**src/rtl/cpuclk_ctrl.sv**
```systemverilog
// cpuclk_ctrl: run/halt/single-step controller for the CPU clock domain.
// Drives clock_divider.enable, tracks CPU-period boundaries with a local phase
// counter and only halts or changes ratio on those boundaries.
module cpuclk_ctrl #(
   parameter int DIV_W       = 8,
   parameter int STEP_W      = 16,
   parameter int DEFAULT_DIV = 2
) (
   input  logic              CLK,
   input  logic              nRST,
   input  logic              run_req,
   input  logic              halt_req,
   input  logic              step_req,
   input  logic [STEP_W-1:0] step_n,
   input  logic              div_wr,
   input  logic [DIV_W-1:0]  div_val,
   output logic              enable,
   output logic              cpu_tick,
   output logic [1:0]        state,
   output logic              halted,
   output logic              step_done,
   output logic [DIV_W-1:0]  div_cur,
   output logic [31:0]       tick_count
);

   typedef enum logic [1:0] {
      ST_HALT  = 2'b00,
      ST_RUN   = 2'b01,
      ST_STEP  = 2'b10,
      ST_DRAIN = 2'b11
   } state_e;

   localparam logic [DIV_W-1:0] DEF_DIV = DIV_W'(DEFAULT_DIV);

   state_e            state_q, state_d;
   logic [DIV_W-1:0]  cnt_q, cnt_d;
   logic [DIV_W-1:0]  div_cur_q, div_cur_d;
   logic [DIV_W-1:0]  pend_val_q, pend_val_d;
   logic              pend_q, pend_d;
   logic [STEP_W-1:0] remaining_q, remaining_d;
   logic [31:0]       tick_count_q, tick_count_d;
   logic              step_done_q, step_done_d;
   logic              tick;
   logic              pend_apply;

   // Period boundary and output decode, purely from registered state
   always_comb begin
      tick       = (state_q != ST_HALT) && (cnt_q == (div_cur_q - DIV_W'(1)));
      enable     = (state_q != ST_HALT);
      cpu_tick   = tick;
      state      = state_q;
      halted     = (state_q == ST_HALT);
      step_done  = step_done_q;
      div_cur    = div_cur_q;
      tick_count = tick_count_q;
   end

   // Next-state logic: commands ranked halt > step > run, halts complete the period
   always_comb begin
      state_d     = state_q;
      remaining_d = remaining_q;
      step_done_d = 1'b0;
      case (state_q)
         ST_HALT: begin
            if (step_req && (step_n != '0)) begin
               state_d     = ST_STEP;
               remaining_d = step_n;
            end else if (run_req) begin
               state_d = ST_RUN;
            end
         end
         ST_RUN: begin
            if (halt_req) begin
               state_d = tick ? ST_HALT : ST_DRAIN;
            end
         end
         ST_STEP: begin
            if (halt_req) begin
               state_d     = tick ? ST_HALT : ST_DRAIN;
               remaining_d = '0;
            end else if (run_req) begin
               state_d     = ST_RUN;
               remaining_d = '0;
            end else if (tick) begin
               if (remaining_q == STEP_W'(1)) begin
                  state_d     = ST_HALT;
                  remaining_d = '0;
                  step_done_d = 1'b1;
               end else begin
                  remaining_d = remaining_q - STEP_W'(1);
               end
            end
         end
         ST_DRAIN: begin
            if (run_req) begin
               state_d = ST_RUN;
            end else if (tick) begin
               state_d = ST_HALT;
            end
         end
         default: begin
            state_d     = ST_HALT;
            remaining_d = '0;
         end
      endcase
   end

   // Phase counter, pending-ratio handoff and period counter
   always_comb begin
      if ((state_q == ST_HALT) || (state_d == ST_HALT) || tick) begin
         cnt_d = '0;
      end else begin
         cnt_d = cnt_q + DIV_W'(1);
      end

      pend_apply = pend_q && ((state_q == ST_HALT) || tick);
      div_cur_d  = pend_apply ? pend_val_q : div_cur_q;

      if (div_wr) begin
         pend_d     = 1'b1;
         pend_val_d = (div_val == '0) ? DIV_W'(1) : div_val;
      end else begin
         pend_d     = pend_apply ? 1'b0 : pend_q;
         pend_val_d = pend_val_q;
      end

      tick_count_d = tick ? (tick_count_q + 32'd1) : tick_count_q;
   end

   // State register bank, cleared asynchronously
   always_ff @(posedge CLK or negedge nRST) begin
      if (!nRST) begin
         state_q      <= ST_HALT;
         cnt_q        <= '0;
         div_cur_q    <= DEF_DIV;
         pend_val_q   <= DEF_DIV;
         pend_q       <= 1'b0;
         remaining_q  <= '0;
         tick_count_q <= '0;
         step_done_q  <= 1'b0;
      end else begin
         state_q      <= state_d;
         cnt_q        <= cnt_d;
         div_cur_q    <= div_cur_d;
         pend_val_q   <= pend_val_d;
         pend_q       <= pend_d;
         remaining_q  <= remaining_d;
         tick_count_q <= tick_count_d;
         step_done_q  <= step_done_d;
      end
   end

endmodule

```
**config.mk**
```make
export PLATFORM = sky130hd
export DESIGN_NAME = cpuclk_ctrl
export DESIGN_NICKNAME = d
export VERILOG_FILES = /design/src/rtl/cpuclk_ctrl.sv
export SDC_FILE = /design/constraint.sdc
export NUM_CORES = 1
export LEC_CHECK = 0
export BUFFER_PORTS_ARGS = -buffer_cell sky130_fd_sc_hd__buf_2
export CAP_MARGIN = 30
export CORE_MARGIN = 3
export CORE_UTILIZATION = 35
export CTS_BUF_LIST = sky130_fd_sc_hd__clkbuf_8
export DETAILED_ROUTE_END_ITERATION = 8
export PLACE_DENSITY_LB_ADDON = 0.12
export SKIP_LAST_GASP = 1
export SYNTH_ARGS = -nofsm -noshare
export SYNTH_HDL_FRONTEND = slang
export SYNTH_SLANG_ARGS = --single-unit
```
**constraint.sdc**
```tcl
create_clock -name CLK -period 4.6 [get_ports CLK]
set_clock_uncertainty 0.05 [all_clocks]
set_input_delay 0.23 -clock CLK [delete_from_list [all_inputs] [get_ports CLK]]
set_output_delay 0.23 -clock CLK [all_outputs]
set_load 0.02 [all_outputs]
```
# ---- Yosys cells after proc, flatten, opt, wreduce, memory -nomap -nowiden
# Cells that the tools add are included.
dict set report word_totals {
  inputBits 30
  register_bits 76
}
dict set report classes {
  eq_ne 7
  n_reduce_logical 14
  addsub 4
  n_mux 26
}
# op n
set op_table {}
lappend op_table {{$mux 16} 5}
lappend op_table {{$add 32x1->32 const B} 1}
lappend op_table {{$pmux 16 s2} 1}
lappend op_table {{$mux 2} 10}
lappend op_table {{$eq 16x1->1 const B} 1}
lappend op_table {{$mux 8} 2}
lappend op_table {{$reduce_bool 16->1} 1}
lappend op_table {{$sub 16x1->16 const B} 1}
lappend op_table {{$add 8x1->8 const B} 1}
lappend op_table {{$eq 8x8->1} 1}
lappend op_table {{$logic_not 8->1} 1}
lappend op_table {{$pmux 2 s4} 1}
lappend op_table {{$sub 8x1->8 const B} 1}
lappend op_table {{$mux 1} 7}
lappend op_table {{$reduce_bool 2->1} 3}
lappend op_table {{$eq 2x2->1 const B} 2}
lappend op_table {{$logic_not 2->1} 2}
lappend op_table {{$ne 4x4->1 const B} 1}
lappend op_table {{$logic_and 1x1->1} 3}
lappend op_table {{$logic_or 1x1->1} 3}
lappend op_table {{$reduce_and 3->1} 1}
lappend op_table {{$eq 2x1->1 const B} 1}
lappend op_table {{$ne 2x1->1 const B} 1}

# ---- Depth between registers and ports, before layout
dict set report logic_depth {
  ltp_word 11
  ltp_mapped 9
}

# ---- Worst setup path before layout
# Ideal clock, no wire load.
dict set report synth_timing {
  path_kind {flip-flop to flip-flop}
  start {register div_cur_q[2] (netlist: div_cur[2])}
  end {register tick_count_q[1] (netlist: tick_count[1])}
  stages_incl_launch_ff 7
  t_required_ns 4.425
  slack_ns 1.805
  setup_ns 0.125
  arrival_ns 2.620
  n_path_buf 0
  path_cell_list {dfrtp_1 -> or4_1 -> or3_4 -> a22o_4 -> or3_4 -> nor2_4 -> mux2_2}
}
dict set report synth_via {
  elab_chain_len 3
}
# item line_no
set synth_lines {}
lappend synth_lines {{from (decl)} 37} ;# logic [DIV_W-1:0] div_cur_q, div_cur_d;
lappend synth_lines {{from (signal assigned)} 144} ;# div_cur_q <= div_cur_d;
lappend synth_lines {{$sub 8x1->8} 48} ;# tick = (state_q != ST_HALT) && (cnt_q == (div_cur_q - DIV_W'(1)));
lappend synth_lines {{$eq 8x8->1} 48}
lappend synth_lines {{$logic_and 1x1->1} 48}
lappend synth_lines {{named net cpu_tick} 18} ;# output logic cpu_tick,
lappend synth_lines {{to (signal assigned)} 148} ;# tick_count_q <= tick_count_d;
lappend synth_lines {{to (decl)} 41} ;# logic [31:0] tick_count_q, tick_count_d;
# The timed path passes the listed nets, and every way through them passes these cells.
# A chain may end at the register's enable or synchronous reset.

# ---- Final worst setup path
dict set report layout_timing {
  start {register state_q[0] (netlist: state[0])}
  end {register remaining_q[15]}
}
dict set report layout_via {
  elab_chain_len 4
  elab_cells_between_ends 9
  classes_between {eq/ne: 3; mux: 1; reduce/logical: 5}
}
# item line_no
set layout_lines {}
lappend layout_lines {{from (decl)} 35} ;# state_e state_q, state_d;
lappend layout_lines {{from (signal assigned)} 142} ;# state_q <= state_d;
lappend layout_lines {{$reduce_bool 2->1} 48}
lappend layout_lines {{$logic_and 1x1->1} 48}
lappend layout_lines {{$ne 4x4->1 (no source line)} -}
lappend layout_lines {{$reduce_and 3->1 (no source line)} -}
lappend layout_lines {{to (signal assigned)} 147} ;# remaining_q <= remaining_d;
lappend layout_lines {{to (decl)} 40} ;# logic [STEP_W-1:0] remaining_q, remaining_d;
# Several ways; a longest one is shown, not always the timed one.

==> metrics list <==
- Cell area after layout: 0.004881 mm^2
* Cell Chain, Critical Path: nand2b_1, nor3_1, nand2_1, o41ai_1, a31oi_1, a31oi_1
- The post-route netlist has 25.56% of its cells at a drive strength greater than 1.
- Clock sink count: 76
* Combinational fraction of design power: 4.6%
* Port Buffer Count: 75
- Number of nets in the layout: 523
- Number of enable flip-flop cells after synthesis: 0
- Max-slew violations: 0
* Detailed-route wire length: 10.74 mm
- Dividing the detail-routed wire length by the instance count gives 16.97 um.
- Switching part of the total: 21.70%
* Number of global-route vias before repair: 3420
- For this design the ratio of total power to cell area is 285.1 mW/mm^2.
* Worst hold slack: 0.05825 ns
* Critical path start-end classification: reg -> reg
- During I/O placement, the number of pins put on the boundary was 76.
* Number of iterations in the first detailed-routing pass: 4
* Initial DRC Count: 165
- The filler cells instantiated in the layout total 1121.
- CTS Root Buffer Type: sky130_fd_sc_hd__clkbuf_8
- The clock passes through at most 2 buffers.
* Critical Path Sink Type: flip-flop
- The core region is 0.01113 mm^2.
* Cts bufs inserted: 9
- At the worst endpoint, the arrival time is 3.49 ns.
- Entering global routing, the biggest net connects 66 pins.
- For this run, the number of Yosys warnings is 0.
- The die is 114.0 um wide.
* Worst vdd ir: 367.4 uV
- After clock tree synthesis, the setup repair step added 0 buffers.
* Utilization after layout: 43.87%
* Mean post-synth cell area: 9.940 um^2
* Slew at the pin with the worst max-slew slack: 0.7264 ns
* Net load switching power: 301.9 uW
- Summing the sequential cell areas from Yosys gives 46.62% of the chip area.
* Final period utilization: 70.56%
- In this run the cell area measured after placement is 0.004621 mm^2.
- Post-Syn Nets: 446
- After detailed routing, the number of remaining DRC violations is 0.
- The tightest min-delay check is of the in -> reg type.
- Time the final worst path needs with I/O delays and setup: 3.246 ns
- Global-route wire length before repair: 17.46 mm
- Post-synthesis instance total: 411
- H-tree Lvls: 3
- Average vias per placed instance: 5.499
- Unrepaired setup endpoints after global routing: false
* Family of cells with the greatest summed delay on the critical path: simple AND/OR/NAND/NOR gates
- Among all flip-flop cells after synthesis, the most frequent one is sky130_fd_sc_hd__dfrtp_1.
* Worst slew slack as a fraction of its limit: 51.58%
- Effective utilization at floorplan: 36.72%
* Total grt overflow: 0
* Number of register bits inferred by synthesis: 76
- In this run the worst path has a maximum fanout of 21.
- At the end of routability-driven placement, the weighted congestion stood at 0.8060.
- CTS clock-pin slew for the worst setup and hold paths: 0.08 ns
* Leakage power figure: 0.002341 uW
* Diode count: 0
- The detailed router placed 3481 vias in this run.
- Number of gates resized after cts: 0
* Worst-skew pair later-pin latency: 0.37 ns
- The area growth from synthesis to layout is 19.48%.
- Number of endpoints with negative hold slack in the final report: 0
* Share of total power in sequential cells: 49.0%
- The run finished with clean final reports.
- Relative contribution of the clock network to total power: 46.4%
- Number of buffers and inverters on the critical path: 0
* Number of antenna violations at the first check in global routing: 0
- Across every metal layer, demand over resource in global routing totals 17.05%.
- Detailed placement finished with a half-perimeter wire length of 7.431 mm.
- Post-Route Setup TNS: 0 ns
* Distinct cell type count of the synthesized netlist: 55
- For this run, asynchronously set or reset flops after synthesis account for 100.0%.
* # setup viols final: 0
- The die covers 0.01300 mm^2.
- The tool flagged a number of max-cap violations equal to 0.
* Max Freq: 308.1 MHz
- In this design, the critical path's most frequently occurring cell is sky130_fd_sc_hd__a31oi_1.
- Cell area after synthesis: 0.004085 mm^2
- Kind of start point of the critical path: flip-flop
- Remaining antenna violation count: 0
- Internal power comes to 1090 uW.
- The slowest stage of the critical path is the sky130_fd_sc_hd__nor3_1 cell.
- For this run, the slowest stage of the critical path takes 0.66 ns.
* Clock tree from TritonCTS: built
* Required arrival time at the worst endpoint: 4.85 ns
* Placement row count: 38
- In this run the vertical extent of the chip is 114.0 um.
[layout make-up]
class	instances	area [um^2]	area share [%]
Multi-Input combinational cell	306	2061	42.22
Sequential cell	76	1904	39.02
Timing Repair Buffer	79	430.4	8.818
Tap cell	140	175.2	3.589
Clock buffer	11	151.4	3.102
Clock inverter	5	98.84	2.025
Inverter	16	60.06	1.230
[metrics by stage]
step	setup slack, ns	instances	total power [uW]
floorplan	1.805	411	718.4
global placement	1.542	615	756.3
detailed placement	1.424	616	760.1
CTS	1.369	633	1418
global route	1.058	633	1448
finish	1.354	633	1392
[placed cells by master, fill, tap and decap left out, drive strengths merged, types with 4 or more instances in the layout]
master	instances
inv	17
nor4	18
nor3	20
or3	7
clkbuf	11
o21ai	14
dfrtp	74
nand4	12
o31ai	11
ha	5
nand3	21
a2111oi	4
and3	6
o211ai	4
xor2	28
a31oi	6
mux2	16
or2	4
nand2	29
xnor2	17
a21oi	17
buf	78
nor2	32
[synthesized netlist by cell type, drive strengths merged (2+ instances only)]
master | n | area (um^2)
a22oi | 3 | 22.52
o31ai | 11 | 82.58
o2bb2ai | 2 | 17.52
nand2 | 29 | 108.9
o211ai | 4 | 30.03
nand4 | 12 | 75.07
nand2b | 3 | 18.77
or4 | 2 | 15.01
dfrtp | 74 | 1852
a21o | 2 | 15.01
inv | 16 | 60.06
xnor2 | 17 | 148.9
o21ai | 14 | 73.82
nor2 | 32 | 127.6
a2111oi | 4 | 35.03
ha | 5 | 62.56
nand3 | 21 | 105.1
or2 | 4 | 25.02
or3 | 7 | 53.80
o31a | 3 | 26.28
a31oi | 6 | 37.54
mux2 | 16 | 180.2
nor4 | 18 | 125.1
clkbuf | 9 | 33.78
o22ai | 3 | 18.77
xor2 | 28 | 245.2
o41ai | 2 | 17.52
a21oi | 17 | 85.08
and3 | 6 | 37.54
nor3 | 20 | 132.6
buf | 4 | 26.27
o311ai | 2 | 17.52
dfstp | 2 | 52.55
[path summary, 6_finish.rpt]
check / startpoint / to / cells past startpoint / slack (ns)
max reg2reg: state[0]$_DFF_PN0_ / remaining_q[15]$_DFFE_PN0P_ / 6 / 1.35
max: state[0]$_DFF_PN0_ / remaining_q[15]$_DFFE_PN0P_ / 6 / 1.35
min in group asynchronous: nRST / tick_count[30]$_DFFE_PN0P_ / 2 / 0.20
min reg2reg: tick_count[31]$_DFFE_PN0P_ / tick_count[31]$_DFFE_PN0P_ / 1 / 0.42
max in group asynchronous: nRST / pend_val_q[1]$_DFFE_PN1P_ / 3 / 3.66
min: div_val[3] / pend_val_q[3]$_DFFE_PN0P_ / 2 / 0.06
[kinds of logic after synthesis]
group / synth area share [%]
AOI/OAI and AO/OA: 13.69
muxes: 4.655
and+or+nand+nor: 20.92
adders and majority gates: 1.531
xor gates and xnor gates: 9.648
DFF: 46.62
buffers and inverters: 2.940
[layer usage]
metal	GRT usage [%]	up-vias	wire, um
met4	6.730	0	111
li1	-	1664	-
met3	4.987	10	681
met5	0	-	0
met1	23.12	1703	5038
met2	25.68	104	4907
[power by group through the flow]
stage               combinational (uW)  sequential [uW]  clock (uW)
global route                      71.6              684         693
CTS                               65.3              682         671
finish                            63.9              683         645
global placement                  61.0              695           0
floorplan                         22.5              696           0
detailed placement                64.4              696           0
[state kept, by name, summed over array words and instances, names as in the netlist]
register	flops
cnt_q	8
state	2
pend_q	1
remaining_q	16
pend_val_q	8
div_cur	8
step_done	1
tick_count	32
[timing repair]
action | in CTS | in global routing
hold endpoints to repair | 74 | 0
setup endpoints to repair | 0 | 0
hold buffers | 1 | 0
[worst register-to-register path, cell delays in order, from the launching register on]
cell and delay, ns:
sky130_fd_sc_hd__dfrtp_1 0.46, sky130_fd_sc_hd__nand2b_1 0.51, sky130_fd_sc_hd__nor3_1 0.67, sky130_fd_sc_hd__nand2_1 0.62, sky130_fd_sc_hd__o41ai_1 0.57, sky130_fd_sc_hd__a31oi_1 0.14, sky130_fd_sc_hd__a31oi_1 0.15
No activity file was read; power rests on OpenSTA's default activity.
